===== src/rtl/bomb_slot_controller.sv =====
// Bomb slot pool: each slot runs FUSE -> BLINK -> BLAST -> IDLE on frame ticks, and all
// visible bombs share one bitmap through a lowest-index-wins hit test.
module bomb_slot_controller #(
    parameter int unsigned NUM_BOMBS    = 4,
    parameter int unsigned FUSE_FRAMES  = 120,
    parameter int unsigned BLINK_FRAMES = 32,
    parameter int unsigned BLAST_FRAMES = 20,
    parameter int unsigned OBJECT_SIZE  = 32
) (
    input  logic                    clk,
    input  logic                    resetN,
    input  logic                    startOfFrame,
    input  logic                    placeRequest,
    input  logic [10:0]             placeX,
    input  logic [10:0]             placeY,
    input  logic                    detonateRequest,
    input  logic [10:0]             detonateX,
    input  logic [10:0]             detonateY,
    input  logic [10:0]             pixelX,
    input  logic [10:0]             pixelY,
    output logic                    placeAck,
    output logic                    placeReject,
    output logic [10:0]             bitmapOffsetX,
    output logic [10:0]             bitmapOffsetY,
    output logic                    bitmapInside,
    output logic [NUM_BOMBS-1:0]    blastStart,
    output logic [NUM_BOMBS-1:0]    blastActive,
    output logic [11*NUM_BOMBS-1:0] bombX,
    output logic [11*NUM_BOMBS-1:0] bombY,
    output logic [3:0]              activeCount
);

    localparam logic [1:0] StIdle  = 2'd0;
    localparam logic [1:0] StFuse  = 2'd1;
    localparam logic [1:0] StBlink = 2'd2;
    localparam logic [1:0] StBlast = 2'd3;

    localparam logic [7:0]  FuseLast  = 8'(FUSE_FRAMES - 1);
    localparam logic [7:0]  BlinkLast = 8'(BLINK_FRAMES - 1);
    localparam logic [7:0]  BlastLast = 8'(BLAST_FRAMES - 1);
    localparam logic [11:0] ObjSize   = 12'(OBJECT_SIZE);

    logic [1:0]  state_q [NUM_BOMBS];
    logic [1:0]  state_d [NUM_BOMBS];
    logic [7:0]  cnt_q   [NUM_BOMBS];
    logic [7:0]  cnt_d   [NUM_BOMBS];
    logic [10:0] pos_x_q [NUM_BOMBS];
    logic [10:0] pos_x_d [NUM_BOMBS];
    logic [10:0] pos_y_q [NUM_BOMBS];
    logic [10:0] pos_y_d [NUM_BOMBS];

    logic [NUM_BOMBS-1:0] blast_start_d, blast_start_q;
    logic [NUM_BOMBS-1:0] place_sel;
    logic                 place_dup, place_free, place_ok;
    logic                 place_ack_q, place_reject_q;
    logic                 inside_d, inside_q;
    logic [10:0]          off_x_d, off_x_q, off_y_d, off_y_q;

    function automatic logic is_last(input logic [1:0] st, input logic [7:0] cnt);
        case (st)
            StFuse:  is_last = (cnt == FuseLast);
            StBlink: is_last = (cnt == BlinkLast);
            StBlast: is_last = (cnt == BlastLast);
            default: is_last = 1'b0;
        endcase
    endfunction

    // 12-bit compare keeps bombs near the 2047 edge from wrapping back to column 0.
    function automatic logic slot_hit(input logic [1:0] st, input logic [7:0] cnt,
                                      input logic [10:0] bx, input logic [10:0] by,
                                      input logic [10:0] px, input logic [10:0] py);
        logic visible, in_x, in_y;
        visible = (st == StFuse) || ((st == StBlink) && !cnt[2]);
        in_x    = ({1'b0, px} >= {1'b0, bx}) && ({1'b0, px} < ({1'b0, bx} + ObjSize));
        in_y    = ({1'b0, py} >= {1'b0, by}) && ({1'b0, py} < ({1'b0, by} + ObjSize));
        slot_hit = visible && in_x && in_y;
    endfunction

    always_comb begin
        place_sel  = '0;
        place_dup  = 1'b0;
        place_free = 1'b0;
        for (int i = 0; i < NUM_BOMBS; i++) begin
            if (state_q[i] != StIdle && pos_x_q[i] == placeX && pos_y_q[i] == placeY) begin
                place_dup = 1'b1;
            end
            if (state_q[i] == StIdle && !place_free) begin
                place_sel[i] = 1'b1;
                place_free   = 1'b1;
            end
        end
        place_ok = placeRequest && place_free && !place_dup;
        if (!place_ok) begin
            place_sel = '0;
        end
    end

    // Placement only targets IDLE slots, so it never collides with detonation or ticking.
    always_comb begin
        blast_start_d = '0;
        for (int i = 0; i < NUM_BOMBS; i++) begin
            state_d[i] = state_q[i];
            cnt_d[i]   = cnt_q[i];
            pos_x_d[i] = pos_x_q[i];
            pos_y_d[i] = pos_y_q[i];
            if (place_sel[i]) begin
                state_d[i] = StFuse;
                cnt_d[i]   = 8'd0;
                pos_x_d[i] = placeX;
                pos_y_d[i] = placeY;
            end else if (detonateRequest && (state_q[i] == StFuse || state_q[i] == StBlink) &&
                         pos_x_q[i] == detonateX && pos_y_q[i] == detonateY) begin
                state_d[i]       = StBlast;
                cnt_d[i]         = 8'd0;
                blast_start_d[i] = 1'b1;
            end else if (startOfFrame && state_q[i] != StIdle) begin
                if (is_last(state_q[i], cnt_q[i])) begin
                    cnt_d[i] = 8'd0;
                    case (state_q[i])
                        StFuse:  state_d[i] = StBlink;
                        StBlink: begin
                            state_d[i]       = StBlast;
                            blast_start_d[i] = 1'b1;
                        end
                        default: state_d[i] = StIdle;
                    endcase
                end else begin
                    cnt_d[i] = cnt_q[i] + 8'd1;
                end
            end
        end
    end

    always_comb begin
        inside_d = 1'b0;
        off_x_d  = '0;
        off_y_d  = '0;
        for (int i = 0; i < NUM_BOMBS; i++) begin
            if (!inside_d &&
                slot_hit(state_q[i], cnt_q[i], pos_x_q[i], pos_y_q[i], pixelX, pixelY)) begin
                inside_d = 1'b1;
                off_x_d  = pixelX - pos_x_q[i];
                off_y_d  = pixelY - pos_y_q[i];
            end
        end
    end

    always_ff @(posedge clk or negedge resetN) begin
        if (!resetN) begin
            for (int i = 0; i < NUM_BOMBS; i++) begin
                state_q[i] <= StIdle;
                cnt_q[i]   <= 8'd0;
                pos_x_q[i] <= '0;
                pos_y_q[i] <= '0;
            end
            blast_start_q  <= '0;
            place_ack_q    <= 1'b0;
            place_reject_q <= 1'b0;
            inside_q       <= 1'b0;
            off_x_q        <= '0;
            off_y_q        <= '0;
        end else begin
            for (int i = 0; i < NUM_BOMBS; i++) begin
                state_q[i] <= state_d[i];
                cnt_q[i]   <= cnt_d[i];
                pos_x_q[i] <= pos_x_d[i];
                pos_y_q[i] <= pos_y_d[i];
            end
            blast_start_q  <= blast_start_d;
            place_ack_q    <= place_ok;
            place_reject_q <= placeRequest && !place_ok;
            inside_q       <= inside_d;
            off_x_q        <= off_x_d;
            off_y_q        <= off_y_d;
        end
    end

    always_comb begin
        blastActive = '0;
        bombX       = '0;
        bombY       = '0;
        activeCount = 4'd0;
        for (int i = 0; i < NUM_BOMBS; i++) begin
            blastActive[i]    = (state_q[i] == StBlast);
            bombX[11*i +: 11] = pos_x_q[i];
            bombY[11*i +: 11] = pos_y_q[i];
            if (state_q[i] != StIdle) begin
                activeCount = activeCount + 4'd1;
            end
        end
    end

    assign placeAck      = place_ack_q;
    assign placeReject   = place_reject_q;
    assign blastStart    = blast_start_q;
    assign bitmapInside  = inside_q;
    assign bitmapOffsetX = off_x_q;
    assign bitmapOffsetY = off_y_q;

endmodule


===== config.mk =====
export PLATFORM = sky130hd
export DESIGN_NAME = bomb_slot_controller
export DESIGN_NICKNAME = d
export VERILOG_FILES = /design/src/rtl/bomb_slot_controller.sv
export SDC_FILE = /design/constraint.sdc
export NUM_CORES = 1
export LEC_CHECK = 0
export BUFFER_PORTS_ARGS = -buffer_cell sky130_fd_sc_hd__buf_2
export CAP_MARGIN = 20
export CORE_ASPECT_RATIO = 0.9
export CORE_MARGIN = 5
export CORE_UTILIZATION = 35
export CTS_CLUSTER_SIZE = 8
export DETAILED_ROUTE_END_ITERATION = 10
export HOLD_SLACK_MARGIN = 0.02
export PLACE_DENSITY_LB_ADDON = 0.2
export RECOVER_POWER = 100
export SYNTH_ARGS = -nofsm -noshare
export SYNTH_HDL_FRONTEND = slang
export SYNTH_SLANG_ARGS = --single-unit

===== constraint.sdc =====
create_clock -name clk -period 4.6 [get_ports clk]
set_clock_uncertainty 0.2 [all_clocks]
set_input_delay 0.69 -clock clk [delete_from_list [all_inputs] [get_ports clk]]
set_output_delay 0.69 -clock clk [all_outputs]
set_load 0.02 [all_outputs]

* Word-level counts from Yosys, hierarchy flattened
Index checks and enable logic that the tools add are counted.
** Storage, ports and cells
- Bits in registers :: 157
- Bits of input ports :: 71
- Output and inout port bits :: 125
- Word-level logic and storage cells :: 294
** Cells by class
- Add/sub/neg operators :: 23
- Magnitude comparators :: 16
- Equal/unequal tests :: 40
- Multiplexer cells :: 100
- Reduce and logical (&&, ||, !) cells :: 93
** Operators with widths (count)
- 11-bit == test :: 16
- 8-bit 2-to-1 mux :: 16
- 11-bit by 6-bit adder with 12-bit output, second input constant :: 8
- 11-bit by 12-bit < comparator with 1-bit output :: 8
- 11-bit greater-or-equal comparator :: 8
- 11-bit 2-to-1 mux :: 8
- 11-bit subtractor :: 8
- 8-bit by 5-bit == test with 1-bit output, second input constant :: 8
- 1-bit logical AND :: 53
- 1-bit 2-to-1 mux :: 48
- 8-bit by 1-bit adder with 8-bit output, second input constant :: 4
- 8-bit by 7-bit == test with 1-bit output, second input constant :: 4
- 2-bit 2-to-1 mux :: 16
- 3-bit nonzero test :: 8
- 2-bit == test, second input constant :: 8
- 4-bit 2-to-1 mux :: 4
- 2-bit one-hot mux with 2 select lines :: 4
- 4-bit by 1-bit adder with 4-bit output, second input constant :: 3
- 1-bit logical NOT :: 12
- 1-bit one-hot mux with 3 select lines :: 4
- 2-bit by 1-bit == test with 1-bit output, second input constant :: 4
- 2-bit logical NOT :: 4
- 1-bit logical OR :: 8
- 2-bit AND reduction :: 4
- 2-bit nonzero test :: 4

* Depth between registers and ports, before layout
- Depth after elaboration :: 19
- Depth in mapped cells :: 16
- Mapped depth without buffers :: 14

* Worst setup path after synthesis
No wires, ideal clock.
- Kind :: input to register
- Start :: in pixelX[0]
- End :: reg off_x_q[8] (netlist: bitmapOffsetX[8])
- Setup time :: 0.126 ns
- Data arrival time :: 3.340 ns
- Data required time :: 4.274 ns
- Slack :: 0.934 ns
- Cell stages on the path :: 14
- Buffers on the path :: 1
- Cells stage by stage :: inv_1 ha_1 inv_1 fa_1 a21oi_1 o21ai_1 o311ai_1 a211oi_1 a211o_1 nor3_2 or2_2 and3b_1 buf_2 a221o_1
** Between the ends
- Longest elaborated chain between the ends :: 14
- Elaborated cells between the ends (all ways) :: 37
- Classes of those cells :: 4 x add/sub; 8 x order compare; 7 x mux; 18 x reduce/logical
** Ends and longest elaborated chain
- from (decl) :: RTL line 19 : input logic [10:0] pixelX,
- 11-bit by 12-bit < comparator with 1-bit output / 11-bit greater-or-equal comparator (equally long branches) :: RTL line 74 : in_x = ({1'b0, px} >= {1'b0, bx}) && ({1'b0, px} < ({1'b0, bx} + ObjSize));
- 1-bit logical AND :: RTL line 74
- 1-bit logical AND (2 in a row) :: RTL line 76 : slot_hit = visible && in_x && in_y;
- 1-bit 2-to-1 mux :: RTL line 139 : if (!inside_d &&
- 1-bit logical NOT :: RTL line 139
- 1-bit logical AND :: RTL line 139
- 1-bit 2-to-1 mux :: RTL line 139
- 1-bit logical NOT :: RTL line 139
- 1-bit logical AND :: RTL line 139
- 1-bit 2-to-1 mux :: RTL line 139
- 1-bit logical NOT :: RTL line 139
- 1-bit logical AND :: RTL line 139
- 11-bit 2-to-1 mux (*) :: RTL line 139
- via off_x_d[8] :: RTL line 57 : logic [10:0] off_x_d, off_x_q, off_y_d, off_y_q;
- to (signal assigned) :: RTL line 160 : off_x_q <= '0;
- to (signal assigned) :: RTL line 173 : off_x_q <= off_x_d;
- to (decl) :: RTL line 57
The timed path passes the listed nets; every way through them passes the cells marked *.
A chain may end at the register's enable or synchronous reset.

* Worst setup path in the final report
- Start :: reg pos_y_q (netlist bit bombY[35])
- End :: reg off_y_q[7] (netlist: bitmapOffsetY[7])
** Between the ends
- Longest elaborated chain between the ends :: 6
- Elaborated cells between the ends (all ways) :: 8
- Classes of those cells :: 2 x add/sub; 2 x order compare; 1 x mux; 3 x reduce/logical
** Ends and longest elaborated chain
- from (decl) :: RTL line 49 : logic [10:0] pos_y_q [NUM_BOMBS];
- from (signal, indexed assignment) :: RTL line 167 : pos_y_q[i] <= pos_y_d[i];
- 11-bit by 6-bit adder with 12-bit output :: RTL line 75 : in_y = ({1'b0, py} >= {1'b0, by}) && ({1'b0, py} < ({1'b0, by} + ObjSize));
- 11-bit by 12-bit < comparator with 1-bit output :: RTL line 75
- 1-bit logical AND :: RTL line 75
- 1-bit logical AND :: RTL line 76
- 1-bit logical AND :: RTL line 139
- 11-bit 2-to-1 mux (*) :: RTL line 139
- via off_y_d[7] :: RTL line 57
- to (signal assigned) :: RTL line 174 : off_y_q <= off_y_d;
- to (decl) :: RTL line 57
Marked as above.

==> impl_metrics.toml <==
[clocking]
root_buffer = "clkbuf_16"
cts_buffers = 17
post-cts-setup-buffers = 0
htreeDepth = 4
cts_tree = "done"
cts_hold_buf = 0
cts_max_path_buffers = 2
clock_latency_ns = 0.47
cts_sinks = 157
ctsResizeCount = 0
path_clk_slew_ns = 0.07

[job]
maxCapViolations = 1

[worst_setup_path]
crit_path_end_kind = "flip-flop"
cp_max_fo = 7
crit_slowest_cell = "dfrtp_1"
worstSetupPathType = "reg2reg"
critPathMaxStageDelay_ns = 0.64
critPathLaunchType = "flip-flop"
cp.arrival_ns = 4.36
crit_chain = "inv_1, ha_1, nor2b_1, o31a_1, o311ai_0, a21oi_1, a2111oi_0, o211ai_1, nor2_1, and3b_1, mux2_1"
crit_required_ns = 4.73

[yosys]
netlist_area_sq_um = 15000
synth_seq_area_share = 0.262
synth_nets = 1947
syn_area_per_cell_sq_um = 8.84
yosysMostFrequentCell = "xnor2_1"
yosysUniqueCellTypes = 79
synth_area_leader_cell = "dfrtp_1"
yosys.area.top_type_share = 0.262
synthTopCellsByArea = "dfrtp_1 (26%), ha_1 (14%), xnor2_1 (10%), xor2_1 (6.8%), mux2_2 (4.4%)"
ys_async_sr_fraction = 1.00
ys_warn_count = 0
synth_edf_count = 0
netlist_instances = 1696
synthTopCellsByCount = "xnor2_1 (174), ha_1 (172), dfrtp_1 (157)"
synth_flop_cell = "dfrtp_1"
synth-seq-cells = 157

[power_and_ir_drop]
power.density_nw_per_um2 = 422
power_frac_seq = 0.307
ir_drop_v = 0.000302
clockPowerShare = 0.204
p_switching_mw = 3.39
p_int_mw = 3.81
switching_share = 0.471
p_leak_nw = 7.50
p_comb_frac = 0.489

[detailed_routing]
detail_route.wirelength_mm = 62.4
via_per_inst = 5.59
wl_per_cell_microns = 25.5
vias = 13685
ant_nets = 0
drc = 0
drt_first_pass_iters = 5
drtIter0Drc = 1403

[timing]
setup_violations = 0
slew_headroom = -0.620
hold_violations = 0
fin_crit_sh = 0.919
final_max_slew_viol_count = 158
setup_tns_ns = 0
hold_ws_ns = 0.296
tightestPinTransition_ns = 2.43
min_period_ns = 4.23
rsz0062_at_grt = "no"
max_freq_mhz = 237

[cells_and_area]
final_util = 0.399
area_growth_pct = 13.6
nets = 2130
layout-drive-gt1-share = 0.110

[floorplan]
start_util = 0.351
die_area_sq_um = 47100
fp.coreArea_sq_um = 42700
rows = 72
num_io_pins = 196
die-height_microns = 206
die_w_microns = 228

[global_routing]
grt_usage = 0.259
grt_pass1_vias = 13404
grt_first_pass_wirelength_mm = 89.9
grt.overflow.total = 0
grt_max_degree = 158
antenna_found_initial = 5

[place]
gp_congestion = 0.971
hpwlAfterDp_mm = 51.0
portBuffers = 194

[hold_path]
hold_path_class = "in2reg"

[status]
violations = "capacitance limit, slew limit"
outcome = "complete, but fails checks"
worst max-delay path, delay by kind of cell, from the launching register on:
family                   cells  cell delay (ns)
AO/OA/AOI/OAI                5             1.46
adder cells (fa/ha/maj)      1             0.37
buffers and inverters        1             0.15
flip-flops                   1             0.64
multiplexers                 1             0.37
AND/OR/NAND/NOR              3             0.90
power by group through the flow:
| stage | Sequential (mW) | Clock (mW) | Combinational (mW) |
|---|---|---|---|
| after CTS | 2.19 | 1.50 | 3.58 |
| after global routing | 2.24 | 1.55 | 3.84 |
| after detailed placement | 2.22 | 0 | 3.56 |
| after floorplan | 2.23 | 0 | 2.17 |
| final | 2.21 | 1.47 | 3.52 |
| after global placement | 2.21 | 0 | 3.56 |
worst paths after layout:
check                        startpoint          endpoint  slack (ns)  cells past startpoint
max in group asynchronous        resetN         bombY[30]        1.70                      2
max reg2reg                   bombY[35]  bitmapOffsetY[7]        0.37                     11
max                           bombY[35]  bitmapOffsetY[7]        0.37                     11
min                        placeRequest       placeReject        0.30                      2
min reg2reg                    cnt_q[7]          cnt_q[7]        0.36                      2
min in group asynchronous        resetN  bitmapOffsetY[1]        0.79                      2
through the flow:
| step | instances | power (mW) | worst slack (ns) | cell area (sq um) |
|---|---|---|---|---|
| floorplan | 1696 | 4.40 | 0.934 | 15000 |
| global placement | 2415 | 5.77 | 0.533 | 16700 |
| detailed placement | 2415 | 5.77 | 0.428 | 16700 |
| CTS | 2447 | 7.27 | 0.620 | 17300 |
| global route | 2449 | 7.63 | 0.190 | 17000 |
| finish | 2450 | 7.20 | 0.372 | 17000 |
kinds of logic after synthesis:
kind of cell    Yosys count  share of synthesized area
xor+xnor                291                      0.170
other cells               1                   0.000250
simple gates            443                      0.150
mux                      83                     0.0614
compound gates          335                      0.149
fa+ha+maj               180                      0.154
buf+inv                 206                     0.0538
flops                   157                      0.262
final cells by class:
class,instances,area [sq um]
well taps,555,694
flip-flops and latches,157,3930
repair buffers,233,1040
multi-input cells,1333,10300
clock buffers,18,439
fillers,4473,25700
inverters,137,514
clock inverters,14,150
diodes,3,7.51
metal layers:
layer	routed length, microns	up-vias	GRT usage
met2	26300	580	0.386
li1	-	6362	-
met1	29400	6648	0.376
met5	34	-	0
met4	1940	4	0.0830
met3	4700	91	0.0507
registers in the layout, summed over array words and instances (netlist names):
name,flops
bitmapInside,1
blastStart,4
placeAck,1
state_q,8
cnt_q,32
bitmapOffsetX,11
bombX,44
bitmapOffsetY,11
bombY,44
placeReject,1
cells in the final DEF, fill, tap and decap left out, types with 9 or more instances in the layout:
cell	instances
buf_4	11
nor2b_1	23
nor4_1	31
mux2i_1	11
xnor2_1	174
nor3_1	29
mux2_2	58
nor2_1	96
a21o_1	20
mux2_1	14
clkbuf_16	17
o21a_1	18
a31oi_1	14
clkbuf_1	129
xor2_1	117
ha_1	172
dfrtp_1	157
o22ai_1	9
inv_1	131
nand3_1	64
buf_2	88
a211oi_1	13
o21ai_0	79
nand2_1	84
nand2b_1	27
nand4_1	45
a21oi_1	70
No activity file was read; power rests on OpenSTA's default activity.
